--- src/rtl/alu_op_sequencer.sv ---
// alu_op_sequencer: frames SPI nibbles into ALU ops and hands the result back over valid/ready.
// Optional SEQ_TIMEOUT_EN aborts a partial frame after TIMEOUT_CYCLES idle cycles in GET_A/GET_B.
module alu_op_sequencer #(
    parameter int ALU_LATENCY    = 1,
    parameter int TIMEOUT_CYCLES = 1_000_000
) (
    input  logic       FPGA_clk,
    input  logic       FPGA_reset,
    input  logic [3:0] spi_data_in,
    input  logic       spi_valid_in,
    output logic [3:0] alu_a,
    output logic [3:0] alu_b,
    output logic [1:0] alu_op,
    input  logic [3:0] alu_result_in,
    output logic [3:0] result_out,
    output logic       result_valid,
    input  logic       result_ready,
    output logic       busy,
    output logic       err_opcode,
    output logic [7:0] drop_count
);
    typedef enum logic [2:0] {IDLE, GET_A, GET_B, EXEC, RESP} state_t;
    state_t state, state_nx;
    logic [3:0] lat_cnt;
    logic timeout;
    logic bad_op;
    logic in_frame;
    assign in_frame = (state == GET_A) || (state == GET_B);
    assign bad_op   = (state == IDLE) && spi_valid_in && (spi_data_in[3:2] != 2'b00);
    assign busy     = (state != IDLE);
`ifdef SEQ_TIMEOUT_EN
    logic [31:0] to_cnt;
    always_ff @(posedge FPGA_clk) begin
        if (FPGA_reset || !in_frame || spi_valid_in)
            to_cnt <= '0;
        else
            to_cnt <= to_cnt + 32'd1;
    end
    assign timeout = in_frame && !spi_valid_in && (to_cnt == 32'(TIMEOUT_CYCLES - 1));
`else
    // Constant false for every legal TIMEOUT_CYCLES; keeps the parameter referenced.
    assign timeout = (TIMEOUT_CYCLES < 1) && in_frame;
`endif
    always_ff @(posedge FPGA_clk) begin
        if (FPGA_reset)
            state <= IDLE;
        else
            state <= state_nx;
    end
    always_comb begin
        state_nx = state;
        unique case (state)
            IDLE:  state_nx = (spi_valid_in && !bad_op) ? GET_A : IDLE;
            GET_A: state_nx = timeout ? IDLE : (spi_valid_in ? GET_B : GET_A);
            GET_B: state_nx = timeout ? IDLE : (spi_valid_in ? EXEC : GET_B);
            EXEC:  state_nx = (lat_cnt == 4'd1) ? RESP : EXEC;
            RESP:  state_nx = result_ready ? IDLE : RESP;
            default: state_nx = IDLE;
        endcase
    end
    always_ff @(posedge FPGA_clk) begin
        if (FPGA_reset) begin
            alu_a        <= '0;
            alu_b        <= '0;
            alu_op       <= '0;
            lat_cnt      <= '0;
            result_out   <= '0;
            result_valid <= 1'b0;
            err_opcode   <= 1'b0;
            drop_count   <= '0;
        end else begin
            err_opcode <= bad_op || timeout;
            if (state == IDLE && spi_valid_in && !bad_op)
                alu_op <= spi_data_in[1:0];
            if (state == GET_A && spi_valid_in)
                alu_a <= spi_data_in;
            if (state == GET_B && spi_valid_in) begin
                alu_b   <= spi_data_in;
                lat_cnt <= 4'(ALU_LATENCY);
            end
            if (state == EXEC) begin
                lat_cnt <= lat_cnt - 4'd1;
                if (lat_cnt == 4'd1) begin
                    result_out   <= alu_result_in;
                    result_valid <= 1'b1;
                end
            end
            if (state == RESP && result_ready)
                result_valid <= 1'b0;
            // Nibbles arriving while executing or presenting are discarded, never framed.
            if ((state == EXEC || state == RESP) && spi_valid_in && drop_count != 8'hFF)
                drop_count <= drop_count + 8'd1;
        end
    end
endmodule
--- config.mk ---
export PLATFORM = sky130hd
export DESIGN_NAME = alu_op_sequencer
export DESIGN_NICKNAME = d
export VERILOG_FILES = /design/src/rtl/alu_op_sequencer.sv
export SDC_FILE = /design/constraint.sdc
export NUM_CORES = 1
export LEC_CHECK = 0
export BUFFER_PORTS_ARGS = -buffer_cell sky130_fd_sc_hd__buf_2
export CAP_MARGIN = 40
export CORE_MARGIN = 4
export CORE_UTILIZATION = 50
export CTS_CLUSTER_DIAMETER = 60
export CTS_CLUSTER_SIZE = 8
export DETAILED_ROUTE_END_ITERATION = 8
export PLACE_DENSITY = 0.76
export SKIP_CTS_REPAIR_TIMING = 1
export SYNTH_ARGS = -nofsm -noshare
export SYNTH_HDL_FRONTEND = slang
export SYNTH_SLANG_ARGS = --single-unit
export TNS_END_PERCENT = 30
--- constraint.sdc ---
create_clock -name FPGA_clk -period 2.1 [get_ports FPGA_clk]
set_input_delay 0.105 -clock FPGA_clk [delete_from_list [all_inputs] [get_ports FPGA_clk]]
set_output_delay 0.105 -clock FPGA_clk [all_outputs]
set_load 0.03 [all_outputs]
==> summary.md, run 1 <==
| Metric | Value |
|---|---|
| Kind of critical path | `reg2reg` |
| CP max FO | `11` |
| Row cnt | `18` |
| I/O pins | `37` |
| EDFF count, synth | `0` |
| Clk buf depth | `2` |
| Crit-path slowest cell | `dfxtp_1` |
| Die H | `60.71 um` |
| Syn avg cell area | `9.198 um2` |
| Crit path depth | `4` |
| Final Slew Violations | `0` |
| Worst VDD drop | `between 0.5 and 0.6 mV` |
| 1st-pass router iterations | `4` |
| Proportion of layout cells with a drive suffix above 1 | `27.37%` |
| Crit path from | `state[0]` |
| Clk root buf | `clkbuf_4` |
| Worst r2r dst | `drop_count[4]` |
| Wire length per cell | `about 13 um` |
| Most frequent cells in the layout | `buf_2, dfxtp_1, nor2_1` |
| Placed cell count | `211` |
| Unique cell type count in the Yosys netlist | `40` |
| Critical Path Sink Type | `flop` |
| H-tree depth | `2` |
| Die Span X | `60.71 um` |
| Final setup vio count | `0` |
| DRC violations left | `0` |
| Ys async rst share | `0%` |
| Routed WL | `2899 um` |
| Post-layout min period | `1.758 ns` |
| Clk_lat worst skew | `between 0.3 and 0.4 ns` |
| TritonCTS buffer count | `5` |
| Nets | `204` |
| WP data required | `~2.3 ns` |
| Crit path launch type | `flop` |
| Pin count of the biggest net entering global routing | `32` |
| R2R setup slack | `between 0.3 and 0.4 ns` |
| Pwr Density | `630.9 mW/mm2` |
| CTS Sinks | `31` |
| Fin worst setup slack | `0.3420 ns` |
| Worst clock skew | `0.01143 ns` |
| Slew Limit Headroom | `63.24%` |
| Area Growth Syn to Fin | `18.20%` |
| Yosys reg bits | `31` |
| Sequential fraction of the synthesis area | `44.68%` |
| DR iter-0 viols | `54` |
| Post-route ant nets | `0` |
| Critical register-to-register path startpoint | `state[0]` |
| Die area | `0.003685 mm2` |
| Synth Cell Area | `0.001389 mm2` |
| Initial antenna violation count | `0` |
| Most used DFF post-synth | `dfxtp_1` |
| Final Hold Viols | `0` |
| Global-route wire length before repair | `4781 um` |
| Mapped Cells | `151` |
| TritonCTS clock tree | `built` |
| Leak Pwr | `between 0.0006 and 0.0007 uW` |
| Clk slew on worst S/H paths | `0.10 ns` |
| Vias in the first global route | `1,126` |
| DP HPWL | `roughly 2000 um` |
| Syn_nets | `166` |
| Routability-driven placement congestion ratio | `0.8064` |
| Crit path buffers/inverters | `0` |
| Synth warnings | `0` |
| Cell count of the worst reg-to-reg path | `4` |
| Hold crit path type | `in2reg` |
| CP cell instances | `and3b_1 -> o21ai_4 -> nor4b_1 -> mux2_2` |
| Via-to-Cell Ratio | `5.509` |
| Worst Tran Pin Value | `approximately 0.55 ns` |
| Core area | `0.002567 mm2` |
| Post-Route Setup TNS | `0 ns` |
| Critical Path Sink | `drop_count[4]` |
| MaxCap Viol Count | `0` |
| Antenna fix cells | `0` |
| Leading cell type in the layout, fill and taps excluded | `buf_2` |
| Maximum clock frequency | `568.8 MHz` |
| CP max stage delay | `0.56 ns` |
| WHS | `0.01985 ns` |
| RSZ-0062 raised after global routing | `no` |
| Vias | `1,212` |
| Total gr overflow | `0` |
| Cell family with most CP delay | `simple AND/OR/NAND/NOR gates` |
| CP arrival | `1.99 ns` |
| Starting Density | `54.09%` |
| Placement Setup Slack | `0.3766 ns` |
| Total GRT Usage | `17.53%` |
| Status | `completed` |
| Port Buffers | `36` |
| Non-Filler Instances | `between 200 and 250` |
| Tcrit/Tclk final | `83.71%` |
==> where the power goes <==
part           total [uW]  switching [uW]  leakage, uW  internal [uW]
Clock                 329             205    0.0000347            124
Combinational        96.2            58.9     0.000397           37.3
Sequential            610            11.9     0.000251            599
Total                1040             276     0.000682            760
==> tightest hold or removal path, delay by kind of cell <==
family,cells,cell delay (ns)
buffers and inverters,1,0.10
and+or+nand+nor,1,0.05
AOI/OAI and AO/OA,1,0.05
==> per-stage QoR <==
stage	util [%]	total power (uW)	area [um2]
detailed placement	61.50	718.8	1579
floorplan	-	686.9	1389
finish	63.94	1036	1642
global route	63.94	1092	1642
CTS	63.55	1046	1632
global placement	61.50	716.2	1579
==> layer usage <==
metal	GRT usage, %	share of wire (%)
met4	8.359	1.7
met5	0	0
met1	21.59	46
met3	6.809	8.3
met2	26.87	44
==> cells in the mapped netlist (2+ instances only) <==
cell,n,share of area (%)
buf_2,3,1.1
nor3_1,5,1.8
o21ai_0,2,0.72
nor3b_1,2,1.1
or3_1,2,0.90
nor4b_1,2,1.3
o41ai_1,2,1.3
nor2b_1,3,1.4
nor2_1,16,4.3
nand2_1,12,3.2
dfxtp_1,31,45
mux2i_1,8,5.8
clkbuf_1,3,0.81
a211oi_1,4,2.2
a21oi_1,15,5.4
and4_1,2,1.3
nand3_1,8,2.9
inv_1,3,0.81
or4_1,3,1.6
ha_1,3,2.7
o21a_1,2,1.1
mux2_2,2,1.6
==> kinds of logic after synthesis <==
| kind of cell | after synthesis | synth area share [%] |
|---|---|---|
| xor+xnor | 1 | 0.6307 |
| buf+inv | 12 | 4.414 |
| flops | 31 | 44.69 |
| fa+ha+maj | 3 | 2.703 |
| compound gates | 31 | 14.87 |
| mux | 10 | 7.388 |
| simple gates | 63 | 25.32 |
==> registers in the layout (all words and copies together), names as in the netlist <==
signal        flops
drop_count        8
alu_a             4
alu_b             4
lat_cnt           4
result_out        4
state             3
alu_op            2
err_opcode        1
result_valid      1
==> area by class of cell <==
cell class | count | area [um2]
Clock buffer | 5 | 37.54
Multi-Input combinational cell | 108 | 706.9
Clock inverter | 3 | 15.01
Fill cell | 238 | 925.9
Sequential cell | 31 | 620.6
Tap cell | 30 | 37.54
Inverter | 3 | 11.26
Timing Repair Buffer | 40 | 212.7
==> worst min-delay path by stage <==
stage / slack, ns / start / endpoint / cells after the start
floorplan: 0.20 / spi_valid_in / state[0] / 1
global placement: 0.32 / result_ready / result_valid / 2
detailed placement: 0.34 / result_ready / result_valid / 2
CTS: -0.02 / result_ready / result_valid / 2
global route: 0.02 / alu_result_in[1] / result_out[1] / 3
finish: 0.02 / alu_result_in[0] / result_out[0] / 3
Power figures use the tool's default switching activity.
==> run 2, diff against run 1 <==
Settings changed: ABC_AREA set to 1, CORE_UTILIZATION 50 to 46, PLACE_DENSITY 0.76 to 0.74.
Clock period 2.1 ns to 1.5 ns, I/O delays scaled along.
==> run 2 against run 1 <==
Register-to-register slack got worse by 0.19 ns; routed wire length rose by 2.7%; global-route usage fell by 2.0 points.
==> summary.md, run 2 <==
| Metric | Value |
|---|---|
| Status | `completed` |
| CP max FO | `7` |
| Worst clock skew | `0.01207 ns` |
| Area Growth Syn to Fin | `24.42%` |
| Vias | `1,392` |
| Most frequent cells in the layout | `nand2_1, buf_2, dfxtp_1` |
| Unique cell type count in the Yosys netlist | `19` |
| Critical Path Sink | `drop_count[7]` |
| Leading cell type in the layout, fill and taps excluded | `nand2_1` |
| H-tree depth | `2` |
| Maximum clock frequency | `742.9 MHz` |
| Port Buffers | `36` |
| DP HPWL | `roughly 2200 um` |
| Worst r2r dst | `drop_count[7]` |
| Synth Area in Compound Gates | `14.11%` |
| DRC violations left | `0` |
| Post-route ant nets | `0` |
| Clk slew on worst S/H paths | `0.09 ns` |
| Starting Density | `a little under half` |
| Antenna fix cells | `0` |
| Kind of critical path | `reg2reg` |
| Synth Cell Area | `between 0.001 and 0.0015 mm2` |
| Pin count of the biggest net entering global routing | `21` |
| Tcrit/Tclk final | `89.74%` |
| Clk buf depth | `2` |
| Vias in the first global route | `roughly 1,200` |
| CTS Sinks | `31` |
| Most frequent cells after synthesis | `nand2_1, dfxtp_1, inv_1, nor2_1, a21oi_1` |
| Int Power | `1234 uW` |
| WHS | `approximately 0.0043 ns` |
| DR iter-0 viols | `118` |
| Layout fillers | `~310` |
| Post-synth top area share | `42.94%` |
| Routed WL | `2977 um` |
| Largest cells by area after synthesis | `dfxtp_1, nand2_1, a21oi_1` |
| Slew Limit Headroom | `66.99%` |
| Seq pwr share | `between 50% and 60%` |
| Die Span X | `64.05 um` |
| TritonCTS buffer count | `5` |
| Wire length per cell | `10.20 um` |
| Nets | `263` |
| Simple-Gate Fraction of Synth Area | `31.34%` |
| Die area | `about 0.0041 mm2` |
| Clock power share | `37.9%` |
| Crit path from | `drop_count[0]` |
| Cell count of the worst reg-to-reg path | `8` |
| EDFF count, synth | `0` |
| Count leader, synth | `nand2_1` |
| Total gr overflow | `0` |
| CP arrival | `1.60 ns` |
| MaxCap Viol Count | `0` |
| Sequential fraction of the synthesis area | `42.94%` |
| Syn_nets | `approximately 220` |
| Worst Tran Pin Value | `0.4946 ns` |
| Mux cell area share after synthesis | `0%` |
| Mapped Cells | `202` |
| Final Hold Viols | `0` |
| Ys async rst share | `0%` |
| Combinational share of power | `9.0%` |
| P_sw | `366.7 uW` |
| Pwr Density | `890.2 mW/mm2` |
| Top reg by flops | `drop_count` |
| Critical Path Sink Type | `flop` |
| Sw Ratio | `22.91%` |
| 1st-pass router iterations | `4` |
| Proportion of layout cells with a drive suffix above 1 | `23.39%` |
| Syn avg cell area | `between 7 and 8 um2` |
| Leak Pwr | `slightly above 0.0008 uW` |
| Post-layout min period | `approximately 1.3 ns` |
| Hold crit path type | `in2reg` |
| Worst VDD drop | `0.4859 mV` |
| Synth area leader | `dfxtp_1` |
| Row cnt | `20` |
| R2R setup slack | `0.15 ns` |
| XOR/XNOR share of the synthesized area | `1.212%` |
| Die H | `64.05 um` |
| Global-route wire length before repair | `roughly 5100 um` |
| Final core occ | `59.38%` |
| Clk root buf | `clkbuf_4` |
| I/O pins | `37` |
| Most used DFF post-synth | `dfxtp_1` |
| RSZ-0062 raised after global routing | `no` |
| Largest family of logic cells by synthesized area | `simple AND/OR/NAND/NOR gates` |
| Crit path launch type | `flop` |
| Synth warnings | `0` |
| TritonCTS clock tree | `built` |
| Yosys reg bits | `31` |
| Synth Area in Adders | `2.597%` |
| Final Slew Violations | `0` |
| Core area | `0.003028 mm2` |
| Total GRT Usage | `between 10% and 20%` |
| Routability-driven placement congestion ratio | `0.8041` |
| Initial antenna violation count | `0` |
| Post-Route Setup TNS | `0 ns` |
| WP data required | `1.75 ns` |
| Max reg flops | `8` |
| Final setup vio count | `0` |
| Critical register-to-register path startpoint | `drop_count[0]` |
| Via-to-Cell Ratio | `4.767` |
| Clk_lat worst skew | `0.33 ns` |
run 2: how the worst min path moves through the flow:
stage                      from            end  slack [ns]  cells after the start
6_report         spi_data_in[2]       alu_b[2]       0.004                      3
5_1_grt          spi_data_in[0]       alu_b[0]        0.01                      3
4_1_cts        alu_result_in[0]  result_out[0]       -0.05                      3
3_5_place_dp   alu_result_in[0]  result_out[0]        0.30                      3
2_1_floorplan        FPGA_reset     lat_cnt[1]        0.14                      1
3_3_place_gp   alu_result_in[2]  result_out[2]        0.30                      3
run 2: area by class of cell:
| class | count | area (um2) | share of cell area, % |
|---|---|---|---|
| clock buffer | 6 | 41.29 | 2.296 |
| clock inverter | 1 | 30.03 | 1.670 |
| inverter | 27 | 101.3 | 5.637 |
| multi-input combinational | 141 | 711.9 | 39.60 |
| sequential | 31 | 620.6 | 34.52 |
| tap | 44 | 55.05 | 3.062 |
| timing repair buffer | 42 | 237.7 | 13.22 |
run 2: layer usage:
layer	global-route usage, %	routed length, um	vias up
met1	19.50	1423	621
met5	0	0	-
li1	-	-	737
met4	7.278	14	0
met3	4.394	160	2
met2	24.52	1378	32
run 2: power by group through the flow:
stage               sequential (uW)  clock (uW)  combinational [uW]
floorplan                       893           0                63.9
finish                          850         607                 144
detailed placement              869           0                 135
global route                    853         663                 162
global placement                869           0                 134
CTS                             850         634                 135
run 2: logic make-up after synthesis:
logic type      after synthesis
compound gates               40
xor+xnor                      2
fa+ha+maj                     3
buf+inv                      30
flops                        31
simple gates                 96
run 2: worst max-delay path: stages (launching register included):
cell	delay, ns
dfxtp_1	0.35
ha_1	0.24
nand2_2	0.10
nor2_2	0.05
nand2_2	0.10
inv_1	0.07
nor2_4	0.17
nand2_1	0.08
a21oi_1	0.11
run 2: through the flow:
stage / area (um2) / cells / total power (uW) / worst slack, ns
after floorplan: 1445 / 202 / 956.5 / 0.006978
after global placement: 1677 / 280 / 1002 / 0.1942
after detailed placement: 1677 / 280 / 1004 / 0.1557
after CTS: 1748 / 287 / 1619 / 0.1210
after global routing: 1798 / 292 / 1678 / 0.006820
final: 1798 / 292 / 1601 / 0.1539
==> run 3, diff against run 2 <==
Settings changed: CORE_UTILIZATION 46 to 50, PLACE_DENSITY 0.74 to 0.76, REMOVE_ABC_BUFFERS set to 1.
Clock period 1.5 ns to 1.25 ns, I/O delays scaled along.
==> run 3 against run 2 <==
The flow now finishes with violations (negative hold slack, negative setup slack); register-to-register slack worse by 0.16 ns; clock skew shrank 0.0041 ns; critical path depth unchanged; power is 13% higher; sequential power rose by 20%; setup slack got worse by 0.16 ns; routed wire length is 15% higher; clock-buffer cell count unchanged; first-iteration DRC count down 62%; worst hold slack got worse by 0.040 ns; critical endpoint is now drop_count[4]; largest cell class unchanged.
==> summary.md, run 3 (synthesis results as in run 2) <==
| Metric | Value |
|---|---|
| Placed cell count | `274` |
| Die area | `0.003814 mm2` |
| Crit path depth | `8` |
| I/O pins | `37` |
| Final Slew Violations | `0` |
| Max reg flops | `8` |
| Placement Setup Slack | `-0.03812 ns` |
| Pwr Density | `between 900 and 1000 mW/mm2` |
| Leading cell type in the layout, fill and taps excluded | `buf_2` |
| Crit-path slowest cell | `dfxtp_2` |
| Post-layout min period | `1.254 ns` |
| Cell count of the worst reg-to-reg path | `8` |
| CP arrival | `about 1.5 ns` |
| Crit path from | `drop_count[1]` |
| Global-route wire length before repair | `5043 um` |
| Worst Tran Pin Value | `approximately 0.55 ns` |
| Slew Limit Headroom | `62.97%` |
| Total gr overflow | `0` |
| Worst r2r dst | `drop_count[4]` |
| R2R setup slack | `-0.004 ns` |
| Crit path launch type | `flop` |
| Pin count of the biggest net entering global routing | `21` |
| Tcrit/Tclk final | `100.3%` |
| 1st-pass router iterations | `4` |
| Area Growth Syn to Fin | `33.25%` |
| DRC violations left | `0` |
| Final setup vio count | `3` |
| MaxCap Viol Count | `0` |
| Critical register-to-register path startpoint | `drop_count[1]` |
| Antenna fix cells | `0` |
| Vias | `1,441` |
| Vias in the first global route | `1,194` |
| Non-Filler Instances | `287` |
| Final Cell Area | `around 0.0019 mm2` |
| Starting Density | `52.40%` |
| Die H | `just over 60 um` |
| Layout fillers | `232` |
| Top reg by flops | `drop_count` |
| Worst path most repeated cell | `nor2_4` |
| Worst clock skew | `0.007922 ns` |
| RSZ-0062 raised after global routing | `yes` |
| Most frequent cells in the layout | `buf_2, nand2_1, nor2_1` |
| CP max stage delay | `0.35 ns` |
| Proportion of layout cells with a drive suffix above 1 | `around 37%` |
| Met1 Use GR | `22.55%` |
| H-tree depth | `2` |
| Fin worst setup slack | `-0.003723 ns` |
| Grt peak-use layer | `met2` |
| DP HPWL | `2327 um` |
| Clk_lat worst skew | `around 0.34 ns` |
| Clk buf depth | `2` |
| Clk root buf | `clkbuf_4` |
| DR iter-0 viols | `45` |
| Met2 Track Usage GR | `between 20% and 30%` |
| TritonCTS clock tree | `built` |
| WHS | `-0.03600 ns` |
| Port Buffers | `36` |
| Routed WL | `3435 um` |
| Post-route ant nets | `0` |
| Row cnt | `19` |
| Routability-driven placement congestion ratio | `approximately 0.77` |
| Worst VDD drop | `a little under 0.9 mV` |
| TritonCTS buffer count | `5` |
| CP max FO | `7` |
| Failing checks | `negative hold slack, negative setup slack` |
| Hold path depth | `3` |
| CTS Sinks | `31` |
| Leak Pwr | `0.0008676 uW` |
| Hold crit path type | `in2reg` |
| Critical Path Sink Type | `flop` |
| Via-to-Cell Ratio | `between 5 and 6` |
| Nets | `approximately 270` |
| Core area | `0.002758 mm2` |
| Crit path buffers/inverters | `1` |
| Total GRT Usage | `18.18%` |
| Final Hold Viols | `4` |
| Die Span X | `roughly 62 um` |
| Maximum clock frequency | `797.6 MHz` |
| GR Util met3 | `around 6.8%` |
| Critical Path Sink | `drop_count[4]` |
| Cell Area, Placed | `0.001713 mm2` |
| Clk slew on worst S/H paths | `0.09 ns` |
| Cell family with most CP delay | `simple AND/OR/NAND/NOR gates` |
| Kind of critical path | `reg2reg` |
| Status | `finished with violations` |
| CP cell instances | `ha_4 -> nand2_4 -> nor2_4 -> nand2_2 -> inv_2 -> nor2_4 -> nand2_1 -> a21oi_2` |
| Wire length per cell | `11.97 um` |
| Initial antenna violation count | `0` |
| WP data required | `1.52 ns` |
run 3: final cells by class:
type                       instances  area, um2  share of cell area [%]
sequential                        31      636.9                   33.07
timing repair buffer              49      287.8                   14.94
multi-input combinational        142      804.5                   41.78
clock buffer                       6      51.30                   2.664
inverter                          27      101.3                   5.263
clock inverter                     1      5.005                  0.2599
tap                               31      38.79                   2.014
run 3: how the worst min path moves through the flow:
| stage | from | to | slack, ns |
|---|---|---|---|
| after global placement | alu_result_in[2] | result_out[2] | 0.29 |
| after CTS | alu_result_in[1] | result_out[1] | -0.06 |
| after floorplan | FPGA_reset | drop_count[0] | 0.13 |
| after global routing | result_ready | state[2] | 0.004 |
| final | alu_result_in[0] | result_out[0] | -0.04 |
| after detailed placement | alu_result_in[3] | result_out[3] | 0.30 |
run 3: worst reg2reg max path, cell delays in order (launching register included):
cell     delay [ns]
dfxtp_2        0.35
ha_4           0.17
nand2_4        0.07
nor2_4         0.04
nand2_2        0.11
inv_2          0.05
nor2_4         0.19
nand2_1        0.10
a21oi_2        0.11
run 3: metrics by stage:
stage | setup TNS, ns | total power [uW] | util (%)
global placement | 0 | 1206 | 62.11
detailed placement | -0.06728 | 1208 | 62.11
CTS | -0.1988 | 1794 | 64.16
global route | -0.5410 | 1877 | 69.83
floorplan | -1.751 | 1142 | -
finish | -0.006659 | 1802 | 69.83
run 3: metal layers:
| metal | wire (um) | vias to the layer above |
|---|---|---|
| li1 | - | 755 |
| met1 | 1574 | 649 |
| met2 | 1625 | 30 |
| met3 | 181 | 7 |
| met4 | 52 | 0 |
| met5 | 0 | - |
run 3: report_power, final:
group	switching, uW	internal, uW
combinational	120	65.1
clock	335	260
sequential	17.3	1010
total	472	1330
